===== config.mk =====
export PLATFORM = sky130hd
export DESIGN_NAME = ssd_display_driver
export DESIGN_NICKNAME = d
export VERILOG_FILES = /design/src/rtl/ssd_display_driver.sv
export SDC_FILE = /design/constraint.sdc
export NUM_CORES = 1
export LEC_CHECK = 0
export ABC_AREA = 1
export CAP_MARGIN = 20
export CORE_UTILIZATION = 55
export CTS_CLUSTER_DIAMETER = 120
export DETAILED_ROUTE_END_ITERATION = 12
export PLACE_DENSITY_LB_ADDON = 0.12
export RECOVER_POWER = 50
export SLEW_MARGIN = 20
export SYNTH_ARGS = -nofsm -noshare
export SYNTH_HDL_FRONTEND = slang
export SYNTH_SLANG_ARGS = --single-unit

===== constraint.sdc =====
create_clock -name clk -period 2.2 [get_ports clk]
set_input_delay 0.44 -clock clk [delete_from_list [all_inputs] [get_ports clk]]
set_output_delay 0.44 -clock clk [all_outputs]
set_load 0.005 [all_outputs]

===== src/rtl/ssd_display_driver.sv =====
// Four-digit common-anode seven-segment driver for a 13-bit binary value.
// A sequential double-dabble engine converts to BCD while the refresh scan runs independently.
module ssd_display_driver #(
    parameter int REFRESH_BITS  = 16,
    parameter bit BLANK_LEADING = 1'b1
) (
    input  logic        clk,
    input  logic        rst,
    input  logic [12:0] value,
    output logic [3:0]  anode,
    output logic [6:0]  segments,
    output logic        busy
);

    typedef enum logic {IDLE = 1'b0, CONV = 1'b1} state_t;

    state_t                  state_r, state_s;
    logic [12:0]             src_r, src_s;
    logic [15:0]             digits_r, digits_s;
    logic [28:0]             shift_r, shift_s, dabbled_s;
    logic [3:0]              iter_r, iter_s;
    logic [REFRESH_BITS-1:0] refresh_r;
    logic [1:0]              idx_r;
    logic [3:0]              cur_digit_s;
    logic                    blank_s;

    // One double-dabble iteration: BCD field is [28:13], binary field is [12:0].
    function automatic logic [28:0] dabble(input logic [28:0] sr);
        logic [28:0] res;
        res = sr;
        for (int i = 0; i < 4; i++) begin
            res[13 + 4*i +: 4] = (res[13 + 4*i +: 4] >= 4'd5) ?
                                 res[13 + 4*i +: 4] + 4'd3 : res[13 + 4*i +: 4];
        end
        return {res[27:0], 1'b0};
    endfunction

    function automatic logic [6:0] seg_encode(input logic [3:0] d);
        logic [6:0] seg;
        case (d)
            4'd0:    seg = 7'b0000001;
            4'd1:    seg = 7'b1001111;
            4'd2:    seg = 7'b0010010;
            4'd3:    seg = 7'b0000110;
            4'd4:    seg = 7'b1001100;
            4'd5:    seg = 7'b0100100;
            4'd6:    seg = 7'b0100000;
            4'd7:    seg = 7'b0001111;
            4'd8:    seg = 7'b0000000;
            4'd9:    seg = 7'b0000100;
            default: seg = 7'b1111111;
        endcase
        return seg;
    endfunction

    // Converter state register.
    always_ff @(posedge clk) begin
        if (!rst) begin
            state_r  <= IDLE;
            src_r    <= 13'd0;
            digits_r <= 16'd0;
            shift_r  <= 29'd0;
            iter_r   <= 4'd0;
        end else begin
            state_r  <= state_s;
            src_r    <= src_s;
            digits_r <= digits_s;
            shift_r  <= shift_s;
            iter_r   <= iter_s;
        end
    end

    // Converter next-state: load on a value change, commit BCD on the 13th shift.
    always_comb begin
        state_s   = state_r;
        src_s     = src_r;
        digits_s  = digits_r;
        shift_s   = shift_r;
        iter_s    = iter_r;
        dabbled_s = dabble(shift_r);
        case (state_r)
            IDLE: begin
                if (value != src_r) begin
                    state_s = CONV;
                    src_s   = value;
                    shift_s = {16'd0, value};
                    iter_s  = 4'd0;
                end else begin
                    state_s = IDLE;
                end
            end
            CONV: begin
                shift_s = dabbled_s;
                if (iter_r == 4'd12) begin
                    digits_s = dabbled_s[28:13];
                    state_s  = IDLE;
                end else begin
                    iter_s = iter_r + 4'd1;
                end
            end
            default: state_s = IDLE;
        endcase
    end

    // Free-running refresh counter; the digit index advances when it wraps.
    always_ff @(posedge clk) begin
        if (!rst) begin
            refresh_r <= {REFRESH_BITS{1'b0}};
            idx_r     <= 2'd0;
        end else begin
            refresh_r <= refresh_r + {{(REFRESH_BITS-1){1'b0}}, 1'b1};
            if (&refresh_r) begin
                idx_r <= idx_r + 2'd1;
            end else begin
                idx_r <= idx_r;
            end
        end
    end

    assign busy = (state_r == CONV);

    // Digit select and leading-zero blanking from the registered index and digits.
    always_comb begin
        cur_digit_s = digits_r[{idx_r, 2'b00} +: 4];
        blank_s     = 1'b0;
        if (BLANK_LEADING) begin
            case (idx_r)
                2'd3:    blank_s = (digits_r[15:12] == 4'd0);
                2'd2:    blank_s = (digits_r[15:8]  == 8'd0);
                2'd1:    blank_s = (digits_r[15:4]  == 12'd0);
                default: blank_s = 1'b0;
            endcase
        end else begin
            blank_s = 1'b0;
        end
        if (blank_s) begin
            anode    = 4'b1111;
            segments = 7'b1111111;
        end else begin
            anode    = ~(4'b0001 << idx_r);
            segments = seg_encode(cur_digit_s);
        end
    end

endmodule

==> out/results.tsv, run 1 <==
stage	metric	value	unit
run_status	status	finished with violations	
run_status	violations	setup timing	
sta	final.period_utilization	1.09	
setup_path	worst-path-buf-inv	4	
placement	post_dp_cell_area	0.00483	mm^2
sta	slew_viol_final	0	
finish	final_net_count	741	
synth	yosysMostFrequentCell	nand2_1	
power_and_ir_drop	irDropWorstVdd	0.412	mV
sta	worst_slew_pin_slew	0.721	ns
route	ant_nets	0	
clocking	cts_tree	yes	
route	wl_per_cell	13.8	um
global_route	grt_max_degree	47	
power_and_ir_drop	p_per_area	554	mW/mm^2
setup_path	crit_required	1.76	ns
global_route	grt_pass1_vias	4104	
route	drtIter0Drc	270	
sta	whs	0.448	ns
synth	syn_area	0.00440	mm^2
sta	setup_ws	-0.200	ns
placement	dp_hpwl	6720	um
setup_path	ff2ff_path_depth	9	
synth	ys_warn_count	0	
hold_path	hold_end	refresh_r[0]$_SDFF_PN0_	
power_and_ir_drop	p_leak	2.29	nW
finish	multi_input_area	0.00244	mm^2
setup_path	crit_family	buffers and inverters	
flow_run	max_cap_violations	0	
setup_path	path_class	reg -> out	
floorplan	start_util	0.570	
setup_path	end_kind	output pin	
setup_path	cp_max_fo	8	
synth	syn_area_per_cell	6.74	um^2
synth	synth_top_flop_cell	dfxtp_1	
sta	tns	-1.65	ns
hold_path	hold_path_startpoint	refresh_r[0]$_SDFF_PN0_	
finish	fin_area	0.00535	mm^2
setup_path	worstPathCellList	inv_6 > o211ai_1 > nand2_2 > inv_2 > buf_6 > ha_4 > nand2_1 > o211ai_1 > nand3_2 > buf_2	
clocking	cts-root-buf	clkbuf_8	
clocking	clkTransAtPathRegs	0.08	ns
route	vias	4437	
placement	io_buffers	26	
synth	synth-seq-area-share	0.368	
floorplan	die_area	0.00837	mm^2
floorplan	rows	32	
clocking	htree_levels	3	
setup_path	cpPeakStageDelay	0.42	ns
finish	filler_cell_count	619	
synth	async_flop_share	0	
synth	synth_area_leader_cell	dfxtp_1	
setup_path	worstReg2RegEnd	iter_r[2]$_SDFFE_PN0P_	
floorplan	fp.dieW	91.5	um
finish	area_growth	21.5	%
synth	synthDistinctLibCells	31	
route	first_pass_iters	7	
placement	pre_cts_ws	-0.266	ns
sta	fmax	417	MHz
placement	gp_congestion	0.879	
synth	ys_top_cells_by_area	dfxtp_1, nand2_1, a21oi_1	
setup_path	cpMostUsedCell	o211ai_1	
setup_path	r2r_start	iter_r[0]$_SDFFE_PN0P_	
clocking	cts_sinks	81	
hold_path	holdPathStages	1	
floorplan	core_area	0.00773	mm^2
clocking	clock_path_buffers	2	
hold_path	hold_class	reg -> reg	
sta	rsz0062_at_grt	yes	
setup_path	startpoint_type	flip-flop	
setup_path	r2r_setup_slack	0.26	ns
setup_path	cpMaxStageDelayCell	dfxtp_4	
route	drc_errors	0	
synth	ys_ff_latch	81	
finish	drive_gt1_frac	0.166	
global_route	grt_use_total	0.261	
sta	hold_viol_final	0	
synth	synth_commonest_cells	nand2_1, a21oi_1, inv_1, dfxtp_1, nor2_1	
floorplan	ios	27	
sta	finalCriticalPeriod	2.40	ns
synth	yosysTopAreaCellShare	0.368	
synth	synth_enable_flop_cells	0	
synth	syn-instance-count	653	
sta	setup_viol	10	
sta	fin_skew	0.0128	ns
finish	diodes	0	
route	wl	11200	um
clocking	clk_latency	0.35	ns
sta	max_slew_margin	0.520	
setup_path	critPathArrivalTime	1.96	ns
global_route	antenna_found_initial	0	
global_route	grt-ovfl-total	0	
floorplan	dieHeight	91.5	um
synth	synth_nets	690	
global_route	grt_pass1_wl	18000	um
route	routed_via_density	5.47	
finish	regArea	0.00163	mm^2
clocking	cts_made_buffers	9	
## kinds of logic after synthesis
family / count (synthesis) / synth area share
fa+ha+maj: 22 / 0.0625
flops: 81 / 0.368
compound gates: 137 / 0.160
buf+inv: 120 / 0.113
xor+xnor: 8 / 0.0159
simple gates: 285 / 0.280
## layout by cell type (no fill, tap or decap), types with 10 or more instances in the layout
cell | synthesis | final
a21oi_1 | 85 | 82
buf_4 | 2 | 22
buf_6 | 4 | 14
clkbuf_8 | 0 | 10
clkdlybuf4s50_1 | 0 | 13
dfxtp_1 | 81 | 79
ha_1 | 22 | 16
inv_1 | 83 | 78
inv_2 | 7 | 10
nand2_1 | 164 | 153
nand2_2 | 1 | 12
nand3_1 | 26 | 24
nand4_1 | 31 | 31
nor2_1 | 45 | 45
o21ai_0 | 43 | 36
## metrics by stage
step,power (W),cells,utilization
final,0.00296,811,0.693
after global routing,0.00307,811,0.693
after CTS,0.00298,809,0.681
after detailed placement,0.00177,776,0.625
after global placement,0.00176,776,0.625
after floorplan,0.00170,653,-
## metal layers
layer  up-vias  GRT usage  wire [um]
li1       2213          -          -
met1      2063      0.333       4920
met2       127      0.441       5400
met3        34     0.0343        500
met4         0      0.111        395
met5         -          0          0
## state kept, by name, summed over array words and instances, names as in the netlist
signal / count
digits_r: 16
busy: 1
idx_r: 2
iter_r: 4
src_r: 13
shift_r: 29
refresh_r: 16
## power breakdown
part | leakage [nW] | switching [W] | internal (W)
combinational | 1.52 | 0.000128 | 0.0000804
sequential | 0.660 | 0.0000228 | 0.00150
clock | 0.113 | 0.000562 | 0.000674
## area by class of cell
cell class	instances	area share
Sequential cell	81	0.304
Clock buffer	10	0.0257
Multi-Input combinational cell	452	0.455
Inverter	90	0.0645
Clock inverter	6	0.0168
Tap cell	102	0.0238
Timing Repair Buffer	70	0.109
## how the worst max path moves through the flow
stage                          start  slack (ns)  cells past startpoint           to
5_1_grt        idx_r[0]$_SDFFE_PN0P_       -0.27                     10  segments[2]
6_report       idx_r[0]$_SDFFE_PN0P_       -0.20                     10  segments[2]
4_1_cts        idx_r[0]$_SDFFE_PN0P_       -0.17                     11  segments[5]
3_5_place_dp   idx_r[0]$_SDFFE_PN0P_       -0.27                     11  segments[0]
3_3_place_gp   idx_r[0]$_SDFFE_PN0P_       -0.15                     11  segments[0]
2_1_floorplan  idx_r[0]$_SDFFE_PN0P_        0.32                     10  segments[0]
## timing repair
item                                    CTS  global route
endpoints found under the hold margin     0             0
pin swaps                                15            13
endpoints found under the setup margin   11            10
buffers inserted                         16             4
hold buffers                              0             0
gates cloned                              1             0
gates resized for setup                  70            39
No activity file was read; power rests on OpenSTA's default activity.
==> inputs of run 2 (changes only) <==
Settings changed: CELL_PAD_IN_SITES_DETAIL_PLACEMENT from default to 0, CELL_PAD_IN_SITES_GLOBAL_PLACEMENT from default to 1, CORE_UTILIZATION 55 to 43.
==> run 2 against run 1 <==
Compared with the run above: the flow still finishes with violations (setup timing); critical path depth stayed put; clock skew is 0.0013 ns lower; non-clock buffer count is 2 higher; core utilization is 14 points lower; cell count is 4.1% higher; worst setup slack better by 0.10 ns; largest cell class unchanged.
==> out/results.tsv, run 2 (synthesis gave the netlist of run 1 again) <==
stage	metric	value	unit
run_status	status	finished with violations	
run_status	violations	setup timing	
setup_path	critPathArrivalTime	1.86	ns
setup_path	startpoint_type	flip-flop	
route	ant_nets	0	
placement	dpl.cell_count	814	
power_and_ir_drop	seqPwrFrac	0.496	
clocking	clock_path_buffers	2	
placement	dp_hpwl	7270	um
power_and_ir_drop	internal_power	0.00237	W
sta	rsz0062_at_grt	yes	
route	first_pass_iters	4	
setup_path	cp_max_fo	7	
finish	reg_top3	shift_r: 29 flops, digits_r: 16 flops, refresh_r: 16 flops	
global_route	antenna_found_initial	0	
placement	gp_congestion	0.780	
floorplan	fp.dieW	103	um
route	wl	10700	um
sta	fin_skew	0.0115	ns
power_and_ir_drop	report.power.total	0.00306	W
route	drc_errors	0	
finish	area_growth	23.8	%
sta	slew_viol_final	0	
sta	setup_viol	7	
flow_run	max_cap_violations	0	
clocking	clkTransAtPathRegs	0.08	ns
clocking	cts_tree	yes	
hold_path	hold_end	refresh_r[0]$_SDFF_PN0_	
clocking	cts-root-buf	clkbuf_8	
setup_path	ff2ff_path_depth	8	
global_route	grt-ovfl-total	0	
clocking	cts_sinks	81	
global_route	grt_pass1_vias	3841	
route	routed_via_density	4.98	
power_and_ir_drop	power_switching	0.000698	W
floorplan	dieHeight	103	um
global_route	grt_pass1_wl	17500	um
global_route	grt_use_total	0.211	
power_and_ir_drop	irDropWorstVdd	0.323	mV
setup_path	r2r_setup_slack	0.30	ns
setup_path	r2r_start	busy$_SDFF_PN0_	
power_and_ir_drop	p_clk_frac	0.433	
sta	setup_ws	-0.0963	ns
sta	whs	0.457	ns
setup_path	worstReg2RegEnd	iter_r[2]$_SDFFE_PN0P_	
sta	final.period_utilization	1.04	
sta	fmax	435	MHz
floorplan	die_area	0.0107	mm^2
finish	diodes	0	
finish	final_net_count	743	
sta	max_slew_margin	0.629	
finish	largest_reg_flops	29	
setup_path	crit_required	1.76	ns
finish	drive_gt1_frac	0.165	
sta	worst_slew_pin_slew	0.556	ns
route	vias	4202	
floorplan	ios	27	
power_and_ir_drop	p_leak	2.33	nW
setup_path	path_class	reg -> out	
finish	layout_commonest_cell	nand2_1	
finish	layout_common_cells	nand2_1, a21oi_1, inv_1	
sta	finalCriticalPeriod	2.30	ns
sta	hold_viol_final	0	
hold_path	hold_class	reg -> reg	
power_and_ir_drop	p_per_area	562	mW/mm^2
route	wl_per_cell	12.6	um
global_route	grt_max_degree	43	
finish	final_cells	844	
finish	top_register	shift_r	
route	drtIter0Drc	162	
clocking	clk_latency	0.35	ns
clocking	htree_levels	3	
power_and_ir_drop	swShare	0.228	
power_and_ir_drop	comb_power_share	0.070	
floorplan	rows	36	
clocking	cts_made_buffers	9	
floorplan	start_util	0.446	
placement	io_buffers	26	
floorplan	core_area	0.00986	mm^2
hold_path	hold_path_startpoint	refresh_r[0]$_SDFF_PN0_	
setup_path	end_kind	output pin	
hold_path	holdPathStages	1	
run 2: changes by cell type in the layout (fill, tap and decap cells not counted), moves of 3 or more:
cell / previous run / this run
nand2_4: 1 / 4
o21ai_2: 5 / 2
nand2_2: 12 / 9
inv_2: 10 / 7
buf_4: 22 / 28
buf_6: 14 / 9
run 2: worst max path at each step:
stage	from	to	cells past startpoint
after CTS	idx_r[0]$_SDFFE_PN0P_	segments[5]	9
after global placement	idx_r[0]$_SDFFE_PN0P_	segments[0]	11
after floorplan	idx_r[0]$_SDFFE_PN0P_	segments[0]	10
final	idx_r[0]$_SDFFE_PN0P_	segments[0]	10
after global routing	idx_r[0]$_SDFFE_PN0P_	segments[0]	10
after detailed placement	idx_r[0]$_SDFFE_PN0P_	segments[0]	11
run 2: critical path, stage by stage, from the launching register on:
cell	delay, ns
dfxtp_4	0.41
buf_8	0.14
buf_6	0.12
nand2_4	0.06
a32oi_4	0.24
inv_2	0.10
o21ai_2	0.07
inv_1	0.06
o21ai_0	0.08
nand2_1	0.09
buf_2	0.13
run 2: power groups by stage:
stage,clock (W),combinational [W],sequential (W)
after floorplan,0,0.000145,0.00155
after global placement,0,0.000219,0.00156
after CTS,0.00136,0.000224,0.00152
after global routing,0.00142,0.000246,0.00153
final,0.00133,0.000215,0.00152
after detailed placement,0,0.000224,0.00156
run 2: what timing repair did:
| item | 4_1_cts | 5_1_grt |
|---|---|---|
| setup buffers | 13 | 3 |
| setup endpoints to repair | 11 | 11 |
| pin swaps | 19 | 9 |
| gates resized for setup | 73 | 34 |
| hold buffers | 0 | 0 |
run 2: metal layers:
layer	vias up	global-route usage	routed length, um
met2	57	0.370	5220
met3	17	0.0309	296
met5	-	0	0
met1	1912	0.260	4940
li1	2216	-	-
met4	0	0.0834	199
run 2: metrics by stage:
step            util  instance area, um^2  setup TNS [ns]  setup WS, ns
2_1_floorplan      -                 4400               0         0.325
3_3_place_gp   0.502                 4950          -0.703        -0.136
3_5_place_dp   0.502                 4950           -1.06        -0.202
4_1_cts        0.545                 5380          -0.389        -0.100
5_1_grt        0.553                 5450           -1.90        -0.220
6_report       0.553                 5450          -0.361       -0.0963
run 2: final cells by class:
type                       instances  area [um^2]
sequential                        81         1630
clock buffer                      11          141
tap                              133          166
timing repair buffer              72          609
clock inverter                     5          103
multi-input combinational        452         2460
fill                             982         4410
inverter                          90          345
==> inputs of run 3 (changes only) <==
Settings changed: CELL_PAD_IN_SITES_DETAIL_PLACEMENT 0 to 2, CELL_PAD_IN_SITES_GLOBAL_PLACEMENT 1 to 2, CORE_UTILIZATION 43 to 33.
==> run 3 against run 2 <==
Compared with the run above: the flow still finishes with violations (setup timing); global-route usage up 2.4 points; register-to-register slack better by 0.04 ns; power increased by 8.1%; combinational power up 6%; first-iteration DRC count fell by 12%; critical path depth unchanged; clock skew decreased by 0.0030 ns; flip-flop and latch count stayed put; largest power group is now clock.
==> out/results.tsv, run 3 (synthesis gave the netlist of run 1 again) <==
stage	metric	value	unit
placement	io_buffers	26	
setup_path	critPathLaunch	digits_r[13]$_SDFFE_PN0P_	
clocking	clk_latency	0.34	ns
setup_path	ff2ff_path_depth	6	
floorplan	ios	27	
global_route	grt_use_total	0.235	
finish	layout_commonest_cell	nand2_1	
route	ant_nets	0	
clocking	cts_sinks	81	
power_and_ir_drop	irDropWorstVdd	0.367	mV
setup_path	cpPeakStageDelay	0.32	ns
clocking	htree_levels	3	
placement	gp_congestion	0.800	
sta	fmax	395	MHz
setup_path	r2r_setup_slack	0.34	ns
run_status	status	finished with violations	
global_route	grt-ovfl-total	0	
finish	top_register	shift_r	
sta	setup_viol	10	
sta	setup_ws	-0.329	ns
sta	final.period_utilization	1.15	
hold_path	hold_class	reg -> reg	
clocking	cts_tree	yes	
clocking	cts-root-buf	clkbuf_16	
placement	dp_hpwl	10100	um
route	vias	4651	
power_and_ir_drop	report.power.total	0.00331	W
sta	finalCriticalPeriod	2.53	ns
power_and_ir_drop	p_leak	2.44	nW
clocking	clock_path_buffers	2	
setup_path	r2r_start	shift_r[21]$_SDFFE_PN0P_	
placement	post_dp_cell_area	0.00508	mm^2
floorplan	die_area	0.0138	mm^2
finish	area_growth	29.7	%
sta	worst_slew_pin_slew	0.868	ns
finish	diodes	0	
clocking	cts_made_buffers	9	
global_route	grt_max_degree	71	
finish	reg_top3	shift_r: 29 flops, digits_r: 16 flops, refresh_r: 16 flops	
setup_path	cpMaxStageDelayCell	dfxtp_1	
global_route	antenna_found_initial	0	
finish	layout_common_cells	nand2_1, a21oi_1, dfxtp_1	
power_and_ir_drop	p_per_area	580	mW/mm^2
setup_path	cp_max_fo	3	
route	drc_errors	0	
sta	fin_skew	0.00848	ns
floorplan	rows	41	
sta	slew_viol_final	0	
run_status	violations	setup timing	
clocking	clkTransAtPathRegs	0.07	ns
route	routed_via_density	5.17	
floorplan	start_util	0.343	
setup_path	path_class	reg -> out	
sta	hold_viol_final	0	
setup_path	critPathArrivalTime	2.09	ns
route	drtIter0Drc	143	
setup_path	worstReg2RegEnd	shift_r[25]$_SDFFE_PN0P_	
floorplan	fp.dieW	118	um
finish	fin_area	0.00571	mm^2
setup_path	crit_required	1.76	ns
sta	max_slew_margin	0.421	
route	wl	16800	um
setup_path	end_kind	output pin	
finish	final_net_count	761	
sta	rsz0062_at_grt	yes	
setup_path	worstSetupEndpoint	segments[3]	
flow_run	max_cap_violations	0	
floorplan	core_area	0.0128	mm^2
finish	drive_gt1_frac	0.195	
floorplan	dieHeight	118	um
route	wl_per_cell	18.6	um
setup_path	startpoint_type	flip-flop	
finish	largest_reg_flops	29	
sta	tns	-2.31	ns
global_route	grt_pass1_vias	5170	
global_route	grt_pass1_wl	25800	um
route	first_pass_iters	4	
setup_path	worstPathCellList	inv_1 > o211ai_1 > nand2_2 > buf_6 > buf_4 > ha_4 > nand2_2 > nand2_1 > nand2_1 > buf_2	
finish	filler_cell_count	1504	
## run 3: worst min-delay path by stage
stage                             from                       to  slack [ns]  depth (start not counted)
2_1_floorplan  refresh_r[0]$_SDFF_PN0_  refresh_r[0]$_SDFF_PN0_        0.42                          1
3_3_place_gp   refresh_r[0]$_SDFF_PN0_  refresh_r[0]$_SDFF_PN0_        0.43                          1
3_5_place_dp   refresh_r[0]$_SDFF_PN0_  refresh_r[0]$_SDFF_PN0_        0.44                          1
4_1_cts        refresh_r[0]$_SDFF_PN0_  refresh_r[0]$_SDFF_PN0_        0.46                          1
5_1_grt        refresh_r[0]$_SDFF_PN0_  refresh_r[0]$_SDFF_PN0_        0.49                          1
6_report       refresh_r[0]$_SDFF_PN0_  refresh_r[0]$_SDFF_PN0_        0.45                          1
## run 3: power by group
part	total (W)	internal (W)	switching (W)	leakage, nW
Clock	0.00156	0.000933	0.000628	0.148
Sequential	0.00152	0.00150	0.0000247	0.660
Combinational	0.000228	0.0000852	0.000143	1.63
## run 3: routing by layer
metal	up-vias	global-route usage	wire (um)
met5	-	0	0
met4	0	0.111	489
met1	2301	0.263	7220
met2	61	0.439	8710
li1	2256	-	-
met3	33	0.0296	335
## run 3: cell type report
class | count | area [um^2] | share of cell area
well taps | 172 | 215 | 0.0377
clock buffers | 12 | 256 | 0.0449
flip-flops and latches | 81 | 1630 | 0.285
multi-input cells | 452 | 2460 | 0.430
repair buffers | 90 | 758 | 0.133
inverters | 90 | 355 | 0.0622
clock inverters | 3 | 40.0 | 0.00701
## run 3: repair_timing
action                     CTS  global route
setup buffers               13             6
hold buffers                 0             0
resized for setup           89            31
pin swaps                   21             9
gates cloned                 1             0
setup endpoints to repair   11            10
## run 3: critical path: cells and delay by family, from the launching register on
family,cells,cell delay [ns]
AO/OA/AOI/OAI,1,0.28
adder cells (fa/ha/maj),1,0.27
buffers and inverters,4,0.50
flip-flops,1,0.32
AND/OR/NAND/NOR,4,0.38
## run 3: metrics by stage
stage	setup slack, ns	utilization	hold slack, ns	instances
after floorplan	0.325	-	0.418	653
final	-0.329	0.445	0.452	900
after global placement	-0.108	0.396	0.433	865
after detailed placement	-0.343	0.396	0.444	865
after global routing	-0.415	0.445	0.486	900
after CTS	-0.213	0.436	0.463	894
